### src/rtl/hdlc_frame_tx_if.sv
// Buffer-write, start and line-side signals of the HDLC frame transmitter.
interface hdlc_frame_tx_if #(
    parameter int unsigned ADDR_W = 9
);
    logic              buf_wen;
    logic [ADDR_W-1:0] buf_addr;
    logic [7:0]        buf_wdata;
    logic              tx_start;
    logic [ADDR_W:0]   tx_len;
    logic              line_clk;
    logic              line_data;
    logic              busy;
    logic              done;
    logic              len_err;

    // Host side: fills the buffer and starts frames, watches the line.
    modport master (
        output buf_wen, buf_addr, buf_wdata, tx_start, tx_len,
        input  line_clk, line_data, busy, done, len_err
    );

    // Transmitter side.
    modport slave (
        input  buf_wen, buf_addr, buf_wdata, tx_start, tx_len,
        output line_clk, line_data, busy, done, len_err
    );
endinterface

### src/rtl/hdlc_frame_tx.sv
// HDLC frame transmitter: flag, bit-stuffed payload, CRC-16/X.25 FCS, flag,
// serialised LSB first with a self-generated line clock.
module hdlc_frame_tx #(
    parameter int unsigned CLK_DIV = 50,
    parameter int unsigned ADDR_W  = 9
) (
    input logic              clk_100m,
    input logic              rst_n,
    hdlc_frame_tx_if.slave   bus
);
    localparam int unsigned BcntW = $clog2(CLK_DIV);
    localparam logic [7:0]  Flag  = 8'h7E;

    typedef enum logic [2:0] {StIdle, StOpen, StData, StFcs, StClose} state_e;

    state_e            state_q, state_d;
    logic [BcntW-1:0]  bcnt_q;
    logic              bit_tick;
    logic [3:0]        bit_idx_q, bit_idx_d;
    logic [ADDR_W:0]   byte_cnt_q, byte_cnt_d;
    logic [ADDR_W:0]   len_q, len_d;
    logic [ADDR_W-1:0] rd_addr_q, rd_addr_d;
    logic [7:0]        byte_q, byte_d;
    logic [15:0]       crc_q, crc_d;
    logic [2:0]        ones_q, ones_d;
    logic              line_data_q, line_data_d;
    logic              done_q, done_d;
    logic              len_err_q, len_err_d;
    logic              busy;
    logic              len_ok;
    logic              tx_bit;
    logic [7:0]        mem [2**ADDR_W];
    logic [7:0]        ram_rdata;

    assign bit_tick = (bcnt_q == BcntW'(CLK_DIV - 1));
    assign busy     = (state_q != StIdle);
    // 1..2^ADDR_W: either exactly 2^ADDR_W, or nonzero with the top bit clear.
    assign len_ok   = bus.tx_len[ADDR_W] ? (bus.tx_len[ADDR_W-1:0] == '0) : (bus.tx_len != '0);

    assign bus.line_clk  = (bcnt_q >= BcntW'(CLK_DIV / 2));
    assign bus.line_data = line_data_q;
    assign bus.busy      = busy;
    assign bus.done      = done_q;
    assign bus.len_err   = len_err_q;

    // Free-running bit-timing counter.
    always_ff @(posedge clk_100m or negedge rst_n) begin
        if (!rst_n) begin
            bcnt_q <= '0;
        end else if (bit_tick) begin
            bcnt_q <= '0;
        end else begin
            bcnt_q <= bcnt_q + 1'b1;
        end
    end

    // Payload buffer; host writes are locked out while a frame is in flight.
    always_ff @(posedge clk_100m) begin
        if (bus.buf_wen && !busy) begin
            mem[bus.buf_addr] <= bus.buf_wdata;
        end
        ram_rdata <= mem[rd_addr_q];
    end

    // Frame state and datapath registers.
    always_ff @(posedge clk_100m or negedge rst_n) begin
        if (!rst_n) begin
            state_q     <= StIdle;
            bit_idx_q   <= '0;
            byte_cnt_q  <= '0;
            len_q       <= '0;
            rd_addr_q   <= '0;
            byte_q      <= '0;
            crc_q       <= 16'hFFFF;
            ones_q      <= '0;
            line_data_q <= 1'b1;
            done_q      <= 1'b0;
            len_err_q   <= 1'b0;
        end else begin
            state_q     <= state_d;
            bit_idx_q   <= bit_idx_d;
            byte_cnt_q  <= byte_cnt_d;
            len_q       <= len_d;
            rd_addr_q   <= rd_addr_d;
            byte_q      <= byte_d;
            crc_q       <= crc_d;
            ones_q      <= ones_d;
            line_data_q <= line_data_d;
            done_q      <= done_d;
            len_err_q   <= len_err_d;
        end
    end

    // Next-state: every bit_tick chooses the bit shown for the following bit period.
    always_comb begin
        state_d     = state_q;
        bit_idx_d   = bit_idx_q;
        byte_cnt_d  = byte_cnt_q;
        len_d       = len_q;
        rd_addr_d   = rd_addr_q;
        byte_d      = byte_q;
        crc_d       = crc_q;
        ones_d      = ones_q;
        line_data_d = line_data_q;
        done_d      = 1'b0;
        len_err_d   = 1'b0;
        tx_bit      = 1'b1;
        case (state_q)
            StIdle: begin
                line_data_d = 1'b1;
                if (bus.tx_start) begin
                    if (len_ok) begin
                        state_d    = StOpen;
                        len_d      = bus.tx_len;
                        rd_addr_d  = '0;
                        byte_cnt_d = '0;
                        bit_idx_d  = '0;
                        crc_d      = 16'hFFFF;
                    end else begin
                        len_err_d = 1'b1;
                    end
                end
            end
            StOpen: begin
                if (bit_tick) begin
                    line_data_d = Flag[bit_idx_q[2:0]];
                    if (bit_idx_q == 4'd7) begin
                        state_d   = StData;
                        bit_idx_d = '0;
                        ones_d    = '0;
                    end else begin
                        bit_idx_d = bit_idx_q + 1'b1;
                    end
                end
            end
            StData: begin
                if (bit_tick) begin
                    if (ones_q == 3'd5) begin
                        line_data_d = 1'b0;
                        ones_d      = '0;
                    end else begin
                        // Bit 0 comes straight from the prefetched RAM word; the
                        // address then advances so the next byte is ready in time.
                        if (bit_idx_q == 4'd0) begin
                            tx_bit    = ram_rdata[0];
                            byte_d    = {1'b0, ram_rdata[7:1]};
                            rd_addr_d = rd_addr_q + 1'b1;
                        end else begin
                            tx_bit = byte_q[0];
                            byte_d = {1'b0, byte_q[7:1]};
                        end
                        line_data_d = tx_bit;
                        ones_d      = tx_bit ? ones_q + 3'd1 : 3'd0;
                        crc_d       = (crc_q >> 1) ^ ((crc_q[0] ^ tx_bit) ? 16'h8408 : 16'h0000);
                        if (bit_idx_q == 4'd7) begin
                            bit_idx_d  = '0;
                            byte_cnt_d = byte_cnt_q + 1'b1;
                            if (byte_cnt_q + 1'b1 == len_q) begin
                                state_d = StFcs;
                            end
                        end else begin
                            bit_idx_d = bit_idx_q + 1'b1;
                        end
                    end
                end
            end
            StFcs: begin
                if (bit_tick) begin
                    if (ones_q == 3'd5) begin
                        line_data_d = 1'b0;
                        ones_d      = '0;
                    end else begin
                        // CRC register is consumed as the FCS shift register.
                        tx_bit      = ~crc_q[0];
                        crc_d       = {1'b1, crc_q[15:1]};
                        line_data_d = tx_bit;
                        ones_d      = tx_bit ? ones_q + 3'd1 : 3'd0;
                        if (bit_idx_q == 4'd15) begin
                            state_d   = StClose;
                            bit_idx_d = '0;
                        end else begin
                            bit_idx_d = bit_idx_q + 1'b1;
                        end
                    end
                end
            end
            StClose: begin
                if (bit_tick) begin
                    if (bit_idx_q == 4'd0 && ones_q == 3'd5) begin
                        // Pending stuff bit from the tail of the FCS.
                        line_data_d = 1'b0;
                        ones_d      = '0;
                    end else if (bit_idx_q == 4'd8) begin
                        line_data_d = 1'b1;
                        done_d      = 1'b1;
                        state_d     = StIdle;
                    end else begin
                        line_data_d = Flag[bit_idx_q[2:0]];
                        bit_idx_d   = bit_idx_q + 1'b1;
                    end
                end
            end
            default: state_d = StIdle;
        endcase
    end
endmodule

### src/flat_wrapper.sv
// flat-port wrapper written by rule: the top's interface ports become plain ports
module hdlc_frame_tx_flat 
#(
    parameter int unsigned CLK_DIV = 50,
    parameter int unsigned ADDR_W  = 9
)
  (clk_100m, rst_n, bus_buf_wen, bus_buf_addr, bus_buf_wdata, bus_tx_start, bus_tx_len, bus_line_clk, bus_line_data, bus_busy, bus_done, bus_len_err);
  hdlc_frame_tx_if #(.ADDR_W(ADDR_W)) bus_i ();
  input logic clk_100m;
  input logic rst_n;
  input wire logic [$bits(bus_i.buf_wen)-1:0] bus_buf_wen;
  input wire logic [$bits(bus_i.buf_addr)-1:0] bus_buf_addr;
  input wire logic [$bits(bus_i.buf_wdata)-1:0] bus_buf_wdata;
  input wire logic [$bits(bus_i.tx_start)-1:0] bus_tx_start;
  input wire logic [$bits(bus_i.tx_len)-1:0] bus_tx_len;
  output wire logic [$bits(bus_i.line_clk)-1:0] bus_line_clk;
  output wire logic [$bits(bus_i.line_data)-1:0] bus_line_data;
  output wire logic [$bits(bus_i.busy)-1:0] bus_busy;
  output wire logic [$bits(bus_i.done)-1:0] bus_done;
  output wire logic [$bits(bus_i.len_err)-1:0] bus_len_err;
  assign bus_i.buf_wen = bus_buf_wen;
  assign bus_i.buf_addr = bus_buf_addr;
  assign bus_i.buf_wdata = bus_buf_wdata;
  assign bus_i.tx_start = bus_tx_start;
  assign bus_i.tx_len = bus_tx_len;
  assign bus_line_clk = bus_i.line_clk;
  assign bus_line_data = bus_i.line_data;
  assign bus_busy = bus_i.busy;
  assign bus_done = bus_i.done;
  assign bus_len_err = bus_i.len_err;
  hdlc_frame_tx #(.CLK_DIV(CLK_DIV), .ADDR_W(ADDR_W)) u_core (.clk_100m(clk_100m), .rst_n(rst_n), .bus(bus_i));
endmodule
### config.mk
export PLATFORM = sky130hd
export DESIGN_NAME = hdlc_frame_tx_flat
export DESIGN_NICKNAME = d
export VERILOG_FILES = /design/src/rtl/hdlc_frame_tx_if.sv /design/src/rtl/hdlc_frame_tx.sv /design/src/flat_wrapper.sv
export SDC_FILE = /design/constraint.sdc
export NUM_CORES = 2
export LEC_CHECK = 0
export ABC_CLOCK_PERIOD_IN_PS = 2800
export BUFFER_PORTS_ARGS = -buffer_cell sky130_fd_sc_hd__buf_2
export CAP_MARGIN = 20
export CORE_ASPECT_RATIO = 1.25
export CORE_MARGIN = 1.5
export CORE_UTILIZATION = 57
export CTS_CLUSTER_DIAMETER = 120
export CTS_CLUSTER_SIZE = 12
export DETAILED_ROUTE_END_ITERATION = 16
export PLACE_DENSITY = 0.74
export SYNTH_ARGS = -nofsm -noshare
export SYNTH_HDL_FRONTEND = slang
export SYNTH_SLANG_ARGS = --single-unit
### constraint.sdc
create_clock -name clk_100m -period 2.8 [get_ports clk_100m]
set_clock_uncertainty 0.1 [all_clocks]
set_input_delay 0.56 -clock clk_100m [delete_from_list [all_inputs] [get_ports clk_100m]]
set_output_delay 0.56 -clock clk_100m [all_outputs]
set_load 0.03 [all_outputs]
==> impl_metrics.yaml <==
setup_path:
  timing.critical_path.slowest_cell_delay_ns: 0.55
  setup.worst_path.class: "reg2reg"
  timing.rr.start: "u_core.rd_addr_q[0]$_DFFE_PN0P_"
  regToRegSetupSlack_ns: -0.68
  r2r.worst_path.cells: 13
  timing.critical_path.buf_inv: 7
  crit_path_required_time_ns: 3.59
  arrival_ns: 4.27
  crit_path_start_kind: "flop"
  cp-end-kind: "flop"
  critPathLaunch: "u_core.rd_addr_q[0]$_DFFE_PN0P_"
  critPathSlowestCell: "sky130_fd_sc_hd__a311oi_1"
  r2r-end: "u_core.ram_rdata[1]$_DFF_P_"
  worst_path_dominant_cell_family: "buffers and inverters"
  critical_path_peak_fanout: 8
  worstPathCellList: "buf_12 -> buf_12 -> buf_16 -> buf_12 -> buf_4 -> mux4_2 -> a22oi_1 -> buf_4 -> a311oi_1 -> a2111oi_2 -> buf_4 -> nor3_2 -> o22a_1"
die:
  floorplan.die_area_sq_um: 288000
  die_w_um: 480
  start_util_pct: 57.4
  placement_rows: 218
  die_height_um: 599
  io_pins: 36
  floorplan.core_area_sq_um: 283000
placed_design:
  finalWeightedCongestion: 0.955
  dp_cells: 12700
  buffer_ports.inserted: 35
  hpwl_um: 298000
drt:
  routed_wl_um: 470000
  drtPass1Iterations: 8
  vias: 90800
  detail_route.iter0.violations: 14200
  remaining_drc_errors: 0
  drt.antenna.violating_nets: 0
  via_per_inst: 6.83
  route.detailed.wl_per_inst_um: 35.3
hold_path:
  hold_path.startpoint: "bus_buf_wdata[5]"
  whs_path_depth: 1
  min_path_type: "in2reg"
  timing.hold.worst_endpoint: "u_core.mem[286][5]$_DFFE_PP_"
flow_run:
  maxCapViolCount: 0
synth:
  yosys_most_used_dff: "sky130_fd_sc_hd__edfxtp_1"
  synth_async_reset_ratio_pct: 1.70
  synth.yosys.seq_area_share_pct: 77.1
  synth-seq-cells: 4175
  post_synth_num_cell_types: 79
  number_of_enable_type_register_cells_in_the_synthesized_netlist: 4096
  yosys_warnings: 0
  synthesized_area_divided_by_synthesized_cell_count_sq_um: 20.9
  synthCells: 7767
  syn_area_sq_um: 162000
  synth.net_count: 7807
timing:
  finalHoldViolations: 0
  fmaxAchievable_mhz: 287
  final.period_utilization_pct: 124
  timing.slew.headroom_pct: 45.4
  tightest_slew_ns: 0.819
  period_needed_ns: 3.48
  final-setup-viol-count: 8
  rsz0062_at_grt: "yes"
  drv_slew: 0
  finalWorstSetupSlack_ns: -0.683
  setup_tns_ns: -5.05
  timing.hold.ws_ns: 0.0225
global_routing:
  overflow: 0
  all_layer_gr_usage_pct: 32.5
  grt_first_pass_wirelength_um: 660000
  antenna_found_initial: 24
  pin_count_of_the_biggest_net_entering_global_routing: 111
  vias_in_the_first_global_route: 91300
finish:
  nets: 9492
  final_layout_size_suffix_gt1_share_pct: 35.3
  highest_count_cells_in_the_layout_ignoring_fill_and_taps: "sky130_fd_sc_hd__edfxtp_1 (4096), sky130_fd_sc_hd__buf_4 (1437), sky130_fd_sc_hd__mux4_2 (954)"
  instances_no_fill: 13300
  num-fill-cells: 16600
  register_area_sq_um: 125000
  multi_input_area_sq_um: 36000
  syn2layout_area_growth_pct: 19.1
  most_common_cell_after_layout_fill_and_taps_aside: "sky130_fd_sc_hd__edfxtp_1"
power:
  internal_power_mw: 95.3
  netSwitchingFraction_pct: 20.4
  share_of_power_burned_in_registers_pct: 57.3
  total_leakage_power_nw: 63.6
  p_comb_share_pct: 3.5
  maximum_vdd_drop_uv: 445
  power.share.clock_pct: 39.2
  power.net_switching_mw: 24.4
  p_per_area_nw_per_um2: 620
clocking:
  clk_root_buffer_cell: "sky130_fd_sc_hd__clkbuf_16"
  worst_path_clk_slew_ns: 0.06
  cts-root-to-sink-buffers: 4
  cts.sink_count: 4175
  cts_tree: "done"
  h-tree-depth: 5
  tritoncts.num_buffers: 389
  clock_latency_ns: 0.94
run_status:
  result_of_the_run: "finished, violations left"
  failed_checks: "setup timing"
## worst reg2reg max path: stages, from the launching register on
cell                        delay [ns]
sky130_fd_sc_hd__dfrtp_4          0.51
sky130_fd_sc_hd__buf_12           0.17
sky130_fd_sc_hd__buf_12           0.16
sky130_fd_sc_hd__buf_16           0.18
sky130_fd_sc_hd__buf_12           0.14
sky130_fd_sc_hd__buf_4            0.14
sky130_fd_sc_hd__mux4_2           0.34
sky130_fd_sc_hd__a22oi_1          0.10
sky130_fd_sc_hd__buf_4            0.16
sky130_fd_sc_hd__a311oi_1         0.55
sky130_fd_sc_hd__a2111oi_2        0.11
sky130_fd_sc_hd__buf_4            0.17
sky130_fd_sc_hd__nor3_2           0.42
sky130_fd_sc_hd__o22a_1           0.20
## synth_stat cells, types with 25 or more instances
cell type	number	area share, %
sky130_fd_sc_hd__mux4_2	954	13
sky130_fd_sc_hd__buf_4	56	0.26
sky130_fd_sc_hd__mux2i_1	314	1.9
sky130_fd_sc_hd__edfxtp_1	4096	76
sky130_fd_sc_hd__a211oi_1	51	0.24
sky130_fd_sc_hd__o22ai_1	70	0.27
sky130_fd_sc_hd__nand3_1	52	0.16
sky130_fd_sc_hd__nor3_1	38	0.12
sky130_fd_sc_hd__buf_1	47	0.11
sky130_fd_sc_hd__dfrtp_1	54	0.83
sky130_fd_sc_hd__nand2_1	206	0.48
sky130_fd_sc_hd__clkbuf_1	230	0.53
sky130_fd_sc_hd__buf_6	25	0.17
sky130_fd_sc_hd__a22o_1	35	0.19
sky130_fd_sc_hd__a22oi_1	154	0.71
sky130_fd_sc_hd__o21ai_0	90	0.28
sky130_fd_sc_hd__o221ai_1	42	0.23
sky130_fd_sc_hd__nor2_1	600	1.4
sky130_fd_sc_hd__a221oi_1	32	0.17
sky130_fd_sc_hd__a21oi_1	128	0.40
sky130_fd_sc_hd__buf_2	123	0.38
## state kept, by name, summed over array words and instances (netlist names)
| signal | flops |
|---|---|
| u_core.bus.done | 1 |
| u_core.mem | 4096 |
| u_core.rd_addr_q | 9 |
| u_core.bit_idx_q | 4 |
| u_core.byte_q | 7 |
| u_core.bus.line_data | 1 |
| u_core.len_q | 10 |
| u_core.crc_q | 16 |
| u_core.ram_rdata | 8 |
| u_core.byte_cnt_q | 10 |
| u_core.state_q | 3 |
| u_core.bcnt_q | 6 |
| u_core.bus.len_err | 1 |
| u_core.ones_q | 3 |
## cell families after synthesis
group	synth area share [%]
simple gates	2.70
mux	15.3
flops	77.1
buf+inv	1.50
fa+ha+maj	0.0756
xor+xnor	0.108
compound gates	3.21
## power by group through the flow
stage | clock network [mW] | logic [mW] | registers (mW)
3_3_place_gp | 0 | 3.86 | 69.9
5_1_grt | 49.2 | 4.29 | 68.6
3_5_place_dp | 0 | 3.98 | 69.9
6_report | 46.9 | 4.21 | 68.6
4_1_cts | 47.0 | 4.09 | 68.6
2_1_floorplan | 0 | 1.29 | 69.9
## layer usage
layer,part of all wire [%],track usage (%),vias up
met5,0.026,0,-
met4,6.9,18.9,22
met3,12,7.49,1418
met2,48,52.0,7140
met1,33,41.2,46700
li1,-,-,35500
## worst max path at each step
stage / endpoint / cells after the start
CTS: u_core.ram_rdata[0]$_DFF_P_ / 11
detailed placement: u_core.ram_rdata[0]$_DFF_P_ / 10
global route: u_core.ram_rdata[5]$_DFF_P_ / 14
finish: u_core.ram_rdata[1]$_DFF_P_ / 13
floorplan: u_core.ram_rdata[0]$_DFF_P_ / 10
global placement: u_core.ram_rdata[7]$_DFF_P_ / 8
## final cells by class
cell class / count / area share (%)
Clock buffer: 476 / 5.28
Antenna cell: 17 / 0.0220
Inverter: 22 / 0.0525
Multi-Input combinational cell: 3089 / 18.7
Sequential cell: 4175 / 64.7
Tap cell: 3740 / 2.42
Timing Repair Buffer: 1775 / 8.74
Clock inverter: 14 / 0.113
## repair_timing
item	in CTS	in global routing
hold endpoints to repair	158	3
gates cloned	14	1
endpoints found under the setup margin	13	69
buffers inserted	55	28
gates resized for setup	199	110
hold buffers	16	1
pin swaps	27	31
## through the flow
| step | utilization, % | setup WS, ns | cell area (sq um) | power [mW] |
|---|---|---|---|---|
| 2_1_floorplan | - | -0.0118 | 162000 | 71.2 |
| 3_5_place_dp | 63.6 | -1.28 | 180000 | 73.9 |
| 6_report | 68.3 | -0.683 | 193000 | 120 |
| 5_1_grt | 68.3 | -0.671 | 193000 | 122 |
| 3_3_place_gp | 63.6 | -1.35 | 180000 | 73.8 |
| 4_1_cts | 68.0 | -0.573 | 192000 | 120 |
Power figures use the tool's default switching activity.
